==> src/rtl/sort_median_stream.sv <==
// Sliding-window rank filter: median/min/max of the last WIN samples via a pipelined
// odd-even transposition network. Define SORT_FULL_OUT_EN to expose the full sorted window.
module sort_median_stream #(
    parameter int unsigned DATA_W = 6,
    parameter int unsigned WIN    = 5
) (
    input  logic              clk,
    input  logic              rst_n,
    input  logic              in_valid,
    input  logic [DATA_W-1:0] in_num,
    input  logic [1:0]        in_mode,
    input  logic              in_clear,
    output logic              out_valid,
    output logic [DATA_W-1:0] out_num
`ifdef SORT_FULL_OUT_EN
    ,
    output logic [WIN*DATA_W-1:0] out_sorted
`endif
);

    localparam int unsigned VEC_W   = WIN * DATA_W;
    localparam int unsigned HIST_W  = (WIN - 1) * DATA_W;
    localparam int unsigned CNT_W   = $clog2(WIN + 1);
    localparam int unsigned IDX_W   = $clog2(WIN);
    localparam int unsigned NSTG    = WIN - 1;
    localparam int unsigned MED_IDX = (WIN - 1) / 2;

    // One compare-exchange layer; odd selects pairs (1,2),(3,4)... instead of (0,1),(2,3)...
    function automatic logic [VEC_W-1:0] oet_layer(input logic [VEC_W-1:0] v, input logic odd);
        logic [VEC_W-1:0]  r;
        logic [DATA_W-1:0] a;
        logic [DATA_W-1:0] b;
        r = v;
        for (int i = 0; i < int'(WIN) - 1; i++) begin
            if (i[0] == odd) begin
                a = v[i*DATA_W +: DATA_W];
                b = v[(i+1)*DATA_W +: DATA_W];
                if (a > b) begin
                    r[i*DATA_W +: DATA_W]     = b;
                    r[(i+1)*DATA_W +: DATA_W] = a;
                end
            end
        end
        return r;
    endfunction

    // The oldest window entry only ever feeds stage 1, so history holds WIN-1 samples.
    logic [HIST_W-1:0] hist_q, hist_d;
    logic [CNT_W-1:0]  cnt_q, cnt_d;
    logic [VEC_W-1:0]  stg_q  [NSTG];
    logic [VEC_W-1:0]  stg_d  [NSTG];
    logic [1:0]        mode_q [NSTG];
    logic [1:0]        mode_d [NSTG];
    logic [NSTG-1:0]   vld_q, vld_d;
    logic              out_valid_q, out_valid_d;
    logic [DATA_W-1:0] out_num_q, out_num_d;

    logic              accept_c;
    logic              complete_c;
    logic [VEC_W-1:0]  shifted_c;
    logic [VEC_W-1:0]  final_c;
    logic [DATA_W-1:0] fin_arr_c [WIN];
    logic [IDX_W-1:0]  idx_c;
    logic [DATA_W-1:0] rank_c;

`ifdef SORT_FULL_OUT_EN
    logic [VEC_W-1:0]  out_sorted_q, out_sorted_d;
    assign out_sorted = out_sorted_q;
`endif

    assign out_valid = out_valid_q;
    assign out_num   = out_num_q;

    // Window shift, fill count and pipeline advance
    always_comb begin
        accept_c   = in_valid & ~in_clear;
        shifted_c  = {hist_q, in_num};
        complete_c = (cnt_q >= CNT_W'(WIN - 1));
        hist_d     = hist_q;
        cnt_d      = cnt_q;
        if (in_clear) begin
            hist_d = '0;
            cnt_d  = '0;
        end else if (accept_c) begin
            hist_d = shifted_c[HIST_W-1:0];
            if (cnt_q != CNT_W'(WIN)) begin
                cnt_d = cnt_q + CNT_W'(1);
            end
        end

        stg_d[0]  = oet_layer(shifted_c, 1'b0);
        mode_d[0] = in_mode;
        vld_d     = '0;
        vld_d[0]  = accept_c & complete_c;
        for (int s = 1; s < int'(NSTG); s++) begin
            stg_d[s]  = oet_layer(stg_q[s-1], s[0]);
            mode_d[s] = mode_q[s-1];
            vld_d[s]  = vld_q[s-1] & ~in_clear;
        end
    end

    // Last layer, rank select and output capture
    always_comb begin
        final_c = oet_layer(stg_q[NSTG-1], 1'(NSTG % 2));
        for (int i = 0; i < int'(WIN); i++) begin
            fin_arr_c[i] = final_c[i*DATA_W +: DATA_W];
        end
        case (mode_q[NSTG-1])
            2'b01:   idx_c = '0;
            2'b10:   idx_c = IDX_W'(WIN - 1);
            default: idx_c = IDX_W'(MED_IDX);
        endcase
        rank_c      = fin_arr_c[idx_c];
        out_valid_d = vld_q[NSTG-1] & ~in_clear;
        out_num_d   = out_valid_d ? rank_c : out_num_q;
`ifdef SORT_FULL_OUT_EN
        out_sorted_d = out_valid_d ? final_c : out_sorted_q;
`endif
    end

    always_ff @(posedge clk or negedge rst_n) begin
        if (!rst_n) begin
            hist_q      <= '0;
            cnt_q       <= '0;
            vld_q       <= '0;
            out_valid_q <= 1'b0;
            out_num_q   <= '0;
            for (int s = 0; s < int'(NSTG); s++) begin
                stg_q[s]  <= '0;
                mode_q[s] <= '0;
            end
`ifdef SORT_FULL_OUT_EN
            out_sorted_q <= '0;
`endif
        end else begin
            hist_q      <= hist_d;
            cnt_q       <= cnt_d;
            vld_q       <= vld_d;
            out_valid_q <= out_valid_d;
            out_num_q   <= out_num_d;
            for (int s = 0; s < int'(NSTG); s++) begin
                stg_q[s]  <= stg_d[s];
                mode_q[s] <= mode_d[s];
            end
`ifdef SORT_FULL_OUT_EN
            out_sorted_q <= out_sorted_d;
`endif
        end
    end

endmodule

==> config.mk <==
export PLATFORM = sky130hd
export DESIGN_NAME = sort_median_stream
export DESIGN_NICKNAME = d
export VERILOG_FILES = /design/src/rtl/sort_median_stream.sv
export SDC_FILE = /design/constraint.sdc
export NUM_CORES = 1
export LEC_CHECK = 0
export ABC_CLOCK_PERIOD_IN_PS = 4500
export CELL_PAD_IN_SITES_DETAIL_PLACEMENT = 0
export CELL_PAD_IN_SITES_GLOBAL_PLACEMENT = 1
export CORE_UTILIZATION = 40
export DETAILED_ROUTE_END_ITERATION = 12
export GPL_ROUTABILITY_DRIVEN = 1
export MAX_ROUTING_LAYER = met4
export PLACE_DENSITY = 0.62
export SETUP_SLACK_MARGIN = 0.02
export SKIP_LAST_GASP = 1
export SLEW_MARGIN = 20
export SYNTH_ARGS = -nofsm -noshare
export SYNTH_HDL_FRONTEND = slang
export SYNTH_SLANG_ARGS = --single-unit
==> constraint.sdc <==
create_clock -name clk -period 4.5 [get_ports clk]
set_clock_uncertainty 0.2 [all_clocks]
set_input_delay 0.9 -clock clk [delete_from_list [all_inputs] [get_ports clk]]
set_output_delay 0.9 -clock clk [all_outputs]
set_load 0.005 [all_outputs]
## Word-level counts from Yosys, hierarchy flattened

Index checks and enable logic that the tools add are counted.

- Bits in latches: 0
- Output and inout bits: 7
- Flip-flop bits (word level): 166
- Bits in read-only memories: 0
- RAM bits: 0
- Word-level logic and storage cells: 59
- Memories kept: 0
- Input bits: 12

- Bitwise logic cells: 8
- Multiply operators: 0
- Div/mod/pow operators: 0
- Shift-type cells: 0
- Add/sub/neg operators: 1
- Eq/ne operators: 3
- Order comparisons: 12
- Reductions and logical operators: 3
- Muxes and demuxes: 19

Operator list:

| cell | count |
|---|---|
| 12-bit two-way mux | 10 |
| 6-bit > comparator | 10 |
| 24-bit two-way mux | 2 |
| 6-bit binary-select mux with 3-bit select | 1 |
| 6-bit two-way mux | 2 |
| 3-bit two-way mux | 3 |
| 1-bit AND | 6 |
| 3-bit case mux with 2 select lines | 1 |
| 4-bit greater-or-equal comparator, second input constant | 1 |
| 3-bit inverter with 4-bit output | 1 |
| 2-bit nonzero test | 2 |
| 3-bit by 1-bit adder with 3-bit output, second input constant | 1 |
| 3-bit greater-or-equal comparator, second input constant | 1 |
| 3-bit inequality test, second input constant | 1 |
| 2-bit by 1-bit equality test with 1-bit output, second input constant | 1 |
| 2-bit equality test, second input constant | 1 |
| 2-bit AND reduction | 1 |
| 1-bit inverter | 1 |

## Depth between registers and ports, before layout

- Word-level depth: 6
- Mapped depth: 9

## Worst setup path after synthesis

OpenSTA, ideal clock, no wires.

- Kind: input -> register
- Start: in in_num[1]
- End: reg stg_q (netlist bit stg_d[61])
- Buffers on the path: 1
- Data required time: 4.175 ns
- Cell stages on the path: 8
- Slack: 1.761 ns
- Library setup time: 0.125 ns
- Arrival time: 2.414 ns
- Path through: ha_1 nor2b_1 o21a_1 o21ai_0 a21oi_1 o21bai_1 buf_4 mux2_2

RTL lines:

| item | RTL line | text |
|---|---|---|
| start, declared | 10 | `input logic [DATA_W-1:0] in_num,` |
| end signal, assigned by index | 142 | `stg_q[s] <= stg_d[s];` |
| end, declared | 50 | `logic [VEC_W-1:0] stg_q [NSTG];` |

==> run metrics <==
vias in the first global route 4773; final number of setup-violating endpoints 0; GRT Util Overall 16.9%; power per cell area 538 mW/mm2; status finished clean; switching part of the total 30.1%; Detail Placement HPWL 10200 um; routability cong. 0.856; Clock Latency Late Sink 0.42 ns; Post-Syn Instances 606; antenna violations before repair 0; Setup crit start kind flop; min cycle time layout 2.91 ns; largest net degree at the start of global routing 96; clk slew on worst S/H paths 0.06 ns; routed via count 4382; total CTS buffers 17; hold-critical path depth 0; IO buf count 18; count leader, synth dfrtp_1; WL final 14200 um; GRT overflow 0; count of different cell masters after synthesis 46; Die H 140 um; post-synthesis cell area 0.00762 mm2; Diodes inserted 0; # rows 50; Nets 706; Worst Setup End Kind flop; Internal Power 3.26 mW; Tot Pwr 4.65 mW; Sink Count 166; Die ar. 0.0196 mm2; CP Class flop to flop; Post-CTS Setup Bufs 0; Crit path arrival time 3.02 ns; Starting Density 40.7%; sequential element share of the synthesized area 54.5%; vias per inst 4.99; H-tree levels 4; Core Util, Final 46.3%; Clock Tree Buf Depth 2; Post-synth top flop dfrtp_1; Max Fanout on Critical Path 12; worst hold path type flop to flop; combinational share of power 28.1%; Hold-fix buffers, CTS 0; Clock power frac 31.5%; syn nets 681; Post-synth EDFFs 0; chip width 140 um; syn_area_per_cell 12.6 um2; share of layout cells above drive strength 1 21.4%; Yosys reg bits 166; first-pass GRT wire length 25000 um; Leak 4.16 nW; max-cap violations 0; asr flop ratio synth 100%; worst vdd ir 0.316 mV; Synth Warn # 0; FMAX 343 MHz; post_cts resized 0; fin crit share 64.7%; Post-route DRC 0; worst slew margin relative to its limit 27.5%; Final Hold Vio Count 0; share of the synthesized area in the top cell type 54.5%; Detailed Route Iter0 Violations 143; Pins Over Slew Limit 0; Post-synth top cells dfrtp_1, mux2_2, inv_1; Final ANT Viol Nets 0; CTS Root Cell clkbuf_16; DR pass1 iterations 4; Seq pwr share 40.3%; area leader, netlist dfrtp_1; R2R depth 8; RSZ-0062 raised after global routing false; setup TNS 0 ns; Worst Path Required 4.60 ns; actual slew at the worst max-slew pin 1.09 ns; P&R area growth vs syn 13.5%; Ports 19; CTS tree yes; core area 0.0187 mm2; Synth area leaders dfrtp_1, mux2_2, ha_1; per-cell routed wire length 16.2 um; switching power 1.40 mW
==> stage by stage <==
step	hold WS, ns	cells	setup WS [ns]	instance area [um2]
final	0.148	878	1.59	8650
after floorplan	0.131	606	1.76	7620
after global routing	0.155	878	1.43	8650
after CTS	0.149	878	1.55	8640
after global placement	0.132	846	1.26	8040
after detailed placement	0.135	846	1.28	8040
==> final cells by class <==
| cell class | count | area, um2 |
|---|---|---|
| tap | 234 | 293 |
| fill | 1690 | 10100 |
| sequential | 166 | 4150 |
| inverter | 70 | 263 |
| timing repair buffer | 22 | 224 |
| multi-input combinational | 354 | 3120 |
| clock buffer | 22 | 454 |
| clock inverter | 10 | 146 |
==> critical path, stage by stage, from the launching register on <==
cell and delay [ns]:
dfrtp_1 0.44, inv_1 0.07, ha_1 0.28, nor2b_1 0.13, o21a_1 0.16, o21ai_0 0.14
a21oi_1 0.08, o21bai_1 0.85, mux2_2 0.44
==> layout by cell type, fill, tap and decap left out, drive strengths merged, types with 2 or more instances in the layout <==
| master | instances |
|---|---|
| clkbuf | 22 |
| o21ai | 15 |
| mux2i | 26 |
| dfrtp | 166 |
| buf | 5 |
| a21o | 6 |
| inv | 71 |
| o21a | 9 |
| o31ai | 5 |
| o22ai | 5 |
| o21bai | 4 |
| clkdlybuf4s50 | 17 |
| ha | 63 |
| bufinv | 3 |
| nand4 | 8 |
| a22oi | 6 |
| o211ai | 2 |
| clkinv | 5 |
| mux2 | 96 |
| nand2 | 15 |
| a21oi | 15 |
| nor3 | 5 |
| nand2b | 3 |
| nor2 | 41 |
| nor2b | 11 |
==> power by group through the flow <==
stage	registers [mW]	logic [mW]	clock network [mW]
final	1.88	1.31	1.47
after global routing	1.91	1.48	1.58
after CTS	1.88	1.31	1.51
after detailed placement	1.91	1.30	0
after global placement	1.91	1.28	0
after floorplan	1.83	1.10	0
==> sequential cells by signal, indices dropped and copies added, names as in the netlist <==
signal and cells:
stg_d 18, hist_q 24, out_num 6, cnt_q 3, vld_q 4, out_valid 1, fin_arr_c 6, mode_q 2
mode_d 6, stg_q 96
==> worst paths after layout <==
check                           start  slack [ns]    endpoint
min in group asynchronous       rst_n        0.28   stg_q[54]
setup reg to reg           hist_q[13]        1.59  stg_q[104]
setup / recovery           hist_q[13]        1.59  stg_q[104]
max in group asynchronous       rst_n        2.94    stg_d[2]
hold reg to reg             stg_d[65]        0.15   stg_q[65]
hold / removal              stg_d[65]        0.15   stg_q[65]
==> logic make-up (layout without fill, tap and decap cells) <==
| logic type | after synthesis | count (layout) | share of synthesized area [%] |
|---|---|---|---|
| adders and majority gates | 63 | 63 | 10.3 |
| DFF | 166 | 166 | 54.5 |
| buffers and inverters | 86 | 124 | 4.71 |
| muxes | 122 | 122 | 17.6 |
| AOI/OAI and AO/OA | 78 | 78 | 6.98 |
| and+or+nand+nor | 90 | 90 | 5.76 |
| xor gates and xnor gates | 1 | 1 | 0.115 |
==> routing by layer <==
layer  vias up  share of wire [%]  GRT usage, %
met3        17                2.1          3.28
met2        45                 51          28.6
li1       2144                  -             -
met1      2176                 45          20.5
met4         0                1.2          5.26
met5         -                  0             -
Note: power is estimated with default switching activity, not from simulation.
